### config.mk
export PLATFORM = sky130hd
export DESIGN_NAME = bconv_stream_layer
export DESIGN_NICKNAME = d
export VERILOG_FILES = /design/src/rtl/bconv_stream_layer.sv
export SDC_FILE = /design/constraint.sdc
export NUM_CORES = 1
export LEC_CHECK = 0
export ABC_CLOCK_PERIOD_IN_PS = 5600
export BUFFER_PORTS_ARGS = -buffer_cell sky130_fd_sc_hd__buf_2
export CORE_MARGIN = 5
export CORE_UTILIZATION = 47
export DETAILED_ROUTE_END_ITERATION = 10
export PLACE_DENSITY_LB_ADDON = 0.15
export SYNTH_ARGS = -nofsm -noshare
export SYNTH_HDL_FRONTEND = slang
export SYNTH_SLANG_ARGS = --single-unit
### constraint.sdc
create_clock -name clk -period 5.6 [get_ports clk]
set_input_delay 1.12 -clock clk [delete_from_list [all_inputs] [get_ports clk]]
set_output_delay 1.12 -clock clk [all_outputs]
set_load 0.1 [all_outputs]
### src/rtl/bconv_stream_layer.sv
// Streaming KxK binary convolution: line buffers build a sliding window, each channel XNOR-popcounts it against fixed weights and thresholds.
// Latency: conv_out/out_valid register on the same edge that accepts the window-completing pixel (1 cycle).
// Backpressure: none downstream; in_valid low freezes counters, line buffers and window, drops out_valid and holds conv_out.
module bconv_stream_layer #(
    parameter int IMG_W = 28,
    parameter int IMG_H = 28,
    parameter int K     = 3,
    parameter int N_CH  = 8,
    parameter int CW    = $clog2(K*K+1),
    parameter logic [N_CH*K*K-1:0] WEIGHTS = '1,
    parameter logic [N_CH*CW-1:0]  THRESH  = {N_CH{CW'(5)}}
) (
    input  logic            clk,
    input  logic            rst_n,
    input  logic            pixel_in,
    input  logic            in_valid,
    output logic [N_CH-1:0] conv_out,
    output logic            out_valid,
    output logic            frame_done
);

    localparam int KK    = K*K;
    localparam int COL_W = (IMG_W > 1) ? $clog2(IMG_W) : 1;
    localparam int ROW_W = (IMG_H > 1) ? $clog2(IMG_H) : 1;

    localparam logic [COL_W-1:0] COL_LAST  = COL_W'(IMG_W-1);
    localparam logic [ROW_W-1:0] ROW_LAST  = ROW_W'(IMG_H-1);
    localparam logic [COL_W-1:0] COL_FIRST = COL_W'(K-1);
    localparam logic [ROW_W-1:0] ROW_FIRST = ROW_W'(K-1);

    logic [COL_W-1:0]            col_q, col_d;
    logic [ROW_W-1:0]            row_q, row_d;
    logic [K-2:0][IMG_W-1:0]     lb_q, lb_d;
    logic [K-1:0][K-1:0]         win_q, win_d;
    logic [K-1:0]                new_col;
    logic [KK-1:0]               win_flat;
    logic [N_CH-1:0]             conv_q, conv_d;
    logic                        out_valid_q, frame_done_q;
    logic                        col_last, row_last, win_ok;

    function automatic logic [CW-1:0] popcnt(input logic [KK-1:0] v);
        logic [CW-1:0] s;
        s = '0;
        for (int i = 0; i < KK; i++) begin
            s = s + CW'(v[i]);
        end
        return s;
    endfunction

    always_comb begin
        col_last = (col_q == COL_LAST);
        row_last = (row_q == ROW_LAST);
        win_ok   = in_valid && (row_q >= ROW_FIRST) && (col_q >= COL_FIRST);
        col_d    = col_q;
        row_d    = row_q;
        if (in_valid) begin
            if (col_last) begin
                col_d = '0;
                row_d = row_last ? '0 : row_q + ROW_W'(1);
            end else begin
                col_d = col_q + COL_W'(1);
            end
        end
    end

    // Tap i of line buffer i is the pixel (i+1) rows above the incoming one.
    always_comb begin
        new_col = '0;
        new_col[K-1] = pixel_in;
        for (int r = 0; r < K-1; r++) begin
            new_col[r] = lb_q[K-2-r][IMG_W-1];
        end
    end

    always_comb begin
        lb_d  = lb_q;
        win_d = win_q;
        if (in_valid) begin
            lb_d[0] = {lb_q[0][IMG_W-2:0], pixel_in};
            for (int i = 1; i < K-1; i++) begin
                lb_d[i] = {lb_q[i][IMG_W-2:0], lb_q[i-1][IMG_W-1]};
            end
            for (int r = 0; r < K; r++) begin
                for (int c = 0; c < K-1; c++) begin
                    win_d[r][c] = win_q[r][c+1];
                end
                win_d[r][K-1] = new_col[r];
            end
        end
    end

    // Channels evaluate the next window so the result registers with the pixel itself.
    assign win_flat = win_d;

    always_comb begin
        conv_d = '0;
        for (int ch = 0; ch < N_CH; ch++) begin
            conv_d[ch] = popcnt(~(win_flat ^ WEIGHTS[ch*KK +: KK])) >= THRESH[ch*CW +: CW];
        end
    end

    always_ff @(posedge clk or negedge rst_n) begin
        if (!rst_n) begin
            col_q        <= '0;
            row_q        <= '0;
            conv_q       <= '0;
            out_valid_q  <= 1'b0;
            frame_done_q <= 1'b0;
        end else begin
            col_q        <= col_d;
            row_q        <= row_d;
            out_valid_q  <= win_ok;
            frame_done_q <= in_valid && col_last && row_last;
            if (win_ok) begin
                conv_q <= conv_d;
            end
        end
    end

    // Storage is never exposed before it is refilled, so it carries no reset.
    always_ff @(posedge clk) begin
        lb_q  <= lb_d;
        win_q <= win_d;
    end

    assign conv_out   = conv_q;
    assign out_valid  = out_valid_q;
    assign frame_done = frame_done_q;

endmodule

# Word level (Yosys, flattened, before mapping)
# Cells that the tools add are included.
# totals
latch_bits	0
reg_bits	78
in_bits	4
romBits	0
memories	0
mem_bits_rw	0
word_cells	35
# classes
reduce_logical	5
shifts	0
div_mod_pow	0
magnitude_cmp	3
n_addsub	10
eq_ne	2
n_mux	3
n_mul	0
bitwise_logic	2
# ops
operator	n
$add A4 B1 Y4	6
$not A9 Y9	2
$add A5 B1 Y5 const B	2
$eq A5 B5 Y1 const B	2
$ge A5 B2 Y1 const B	2
$mux W5	2
$mux W9	1
$ge A4 B3 Y1 const B	1
$logic_and A1 B1 Y1	4
$add A2 B1 Y3	1
$add A1 B1 Y2	1
$reduce_and A2 Y1	1

# Logic depth before layout (Yosys ltp)
# logic_depth
ltp_word	12
ltp_mapped	15

# Worst setup path after synthesis
# OpenSTA, ideal clock, no wires.
# synth_timing
path_type	input to register
from	input port in_valid
to	register conv_q[0] (netlist: conv_out[0])
arrival_ns	4.501
slack_ns	0.972
required_ns	5.473
cell_stages	15
setup_time_ns	0.127
path_cell_list	buf_2 buf_2 mux2_2 fa_1 inv_1 fa_1 fa_1 inv_1 ha_1 inv_1 fa_1 xor2_1 a21oi_1 o21ai_0 mux2_4
# synth_rtl
element	line	text
start: declaration	16	input logic in_valid,
end signal: assignment	115	conv_q <= conv_d;
end: declaration	37	logic [N_CH-1:0] conv_q, conv_d;

==> run metrics <==
TritonCTS Buffers=9; Resize count post-CTS=0; total number of H-tree levels=3; Fmax=241 MHz; vias in the first global route=1311; diode count=0; relative slew slack=64.8%; TritonCTS clock tree=done; MaxCap Viol Count=0; Layout Nets=210; Slew Limit Fails=0; Cells after Synth=175; layout cells sized above 1=19.9%; fraction of registers with async set/reset=16.7%; vias per cell=5.06; clock-pin slew on the worst setup and hold paths=80 ps; Die Ht=88.9 µm; core area=0.00599 mm²; Die Area=0.00791 mm²; initial DRC count=73; Root Buffer=clkbuf_8; Switching Share=34.4%; sequential area share after synthesis=74.7%; DRC Markers=0; RSZ-0062 raised after global routing=no; hold endpoint=lb_q[50]; DRT Pass-1 Iters=4; Final min period=4160 ps; Reg2Reg Depth=13; Post-CTS Setup Bufs=0; Yosys Warn Count=0; Max clock buf depth=2; Final Setup Violations=0; Avg Synthesized Cell Area=16.7 µm²; most numerous cell in the Yosys netlist=edfxtp_1; Peak VDD IR=0.258 mV; clk_lat worst skew=330 ps; placement row count=28; GP Congestion=0.728; Post-DP Area=0.00304 mm²; crit path capture type=register; Starting Density=48.9%; Hold WS=423 ps; crit path launch type=input pin; GRT Residual Overflow=0; routed vias=1372; Final Hold Viols=0; worst-path fanout max=5; top cell type's share of synthesized area=57.4%; fillers=479; hold wc startpoint=lb_q[49]; WP data required=5830 ps; worst setup path class=in2reg; Pleak=0.00132 µW; setup tns final=0 ps; capturing point of the worst reg2reg path=conv_out[0]; io pins=14; Comb power frac=27.2%; DRT antenna net count=0; Yosys reg bits=78; Slew @ Worst Pin=528 ps; hold path depth=0; Switch Pwr=545 µW; Final Cycle Share=74.2%; synthesized area=0.00293 mm²; PwrDens=488 mW/mm²; Clock Power Share=27.2%; clk sink count=78; post-synth top area cell=edfxtp_1; wirelength, routed=3890 µm; Cell variety after synth=32; top cells by count, synth=edfxtp_1 (56), inv_1 (16), dfrtp_1 (13), ha_1 (10), dfxtp_1 (9); Int Power=1040 µW; Seq pwr share=45.6%; PortBufs=13; Post-synth EDFFs=56; setup slack, reg-to-reg=2030 ps; pin count of the biggest net entering global routing=46; first-pass GRT wire length=6310 µm; hold crit path type=reg2reg; Synth Flop Type=edfxtp_1; hold bufs inserted after CTS=0; outcome=finished clean; Syn Nets=194; wire per inst=14.4 µm; Total Power=1580 µW; GRT Total Usage=11.1%; FF-to-FF Start=lb_q[55]; Worst Skew=9.84 ps; hpwl dp=2340 µm; die width=88.9 µm; final instance area=0.00324 mm²; critical path arrival=4380 ps; top cells by area, synth=edfxtp_1 (57%), dfrtp_1 (11%), dfxtp_1 (6.2%); initial antenna violation count=0; area grow syn2layout=10.7%
## kinds of logic after synthesis
group	Yosys count	synth area share (%)
fa+ha+maj	15	7.69
compound gates	19	3.93
mux	11	4.23
flops	78	74.7
buf+inv	26	4.32
simple gates	25	4.83
xor+xnor	1	0.299
## worst max-delay path by stage
stage                   from          end  slack (ps)  cells after the start
finish              in_valid  conv_out[0]        1440                     14
global placement    in_valid  conv_out[0]        1130                     14
floorplan           in_valid  conv_out[0]         970                     15
CTS                 in_valid  conv_out[0]        1430                     14
detailed placement  in_valid  conv_out[0]        1030                     14
global route        in_valid  conv_out[0]        1240                     14
## sequential cells by signal, indices dropped and copies added, names as in the netlist
register    flops
frame_done      1
out_valid       1
col_q           5
lb_q           56
win_q           9
row_q           5
conv_out        1
## cells in the final DEF, fill, tap and decap left out, drive strengths merged, types with 2 or more instances in the layout
| master | instances |
|---|---|
| nand4 | 2 |
| clkbuf | 10 |
| buf | 15 |
| inv | 16 |
| mux2 | 8 |
| mux2i | 3 |
| clkinv | 4 |
| nand2 | 7 |
| nor3 | 3 |
| o21ai | 8 |
| fa | 5 |
| dfxtp | 9 |
| and4b | 2 |
| dfrtp | 13 |
| nand3 | 4 |
| edfxtp | 56 |
| o31ai | 3 |
| nand2b | 2 |
| a21o | 2 |
| ha | 10 |
| bufinv | 2 |
| a21oi | 6 |
## area by class of cell
type	count	area, µm²	area share, %
tap	75	93.8	2.90
multi-input combinational	71	614	19.0
clock inverter	6	77.6	2.39
clock buffer	10	128	3.94
timing repair buffer	15	80.1	2.47
sequential	78	2190	67.5
inverter	16	60.1	1.85
## metrics by stage
stage               cells  worst slack (ps)  utilization (%)
floorplan             175               972                -
global placement      255              1130             50.7
detailed placement    255              1030             50.7
CTS                   271              1430             54.1
global route          271              1240             54.1
finish                271              1440             54.1
## worst max-delay path, stage by stage
cell     delay [ps]
buf_2           130
mux2_2          370
fa_1            540
inv_1            50
fa_1            500
fa_1            420
inv_1            60
ha_1            150
inv_1            50
fa_1            370
xor2_1          150
a21oi_1         120
o21ai_0          90
mux2_4          260
## per-layer routing
metal  part of all wire, %  global-route usage, %  vias to the layer above  wire [µm]
met5                     0                      0                        -          0
met4                   1.5                   7.28                        0         57
met3                   4.0                   4.33                        5        154
met2                    45                   14.2                       23       1740
met1                    50                   15.5                      687       1940
li1                      -                      -                      657          -
## power groups by stage
stage / clock (µW) / sequential (µW) / combinational [µW]
6_report: 431 / 721 / 431
5_1_grt: 474 / 728 / 473
4_1_cts: 447 / 721 / 437
3_5_place_dp: 0 / 732 / 437
3_3_place_gp: 0 / 728 / 421
2_1_floorplan: 0 / 752 / 364
Note: power is estimated with default switching activity, not from simulation.
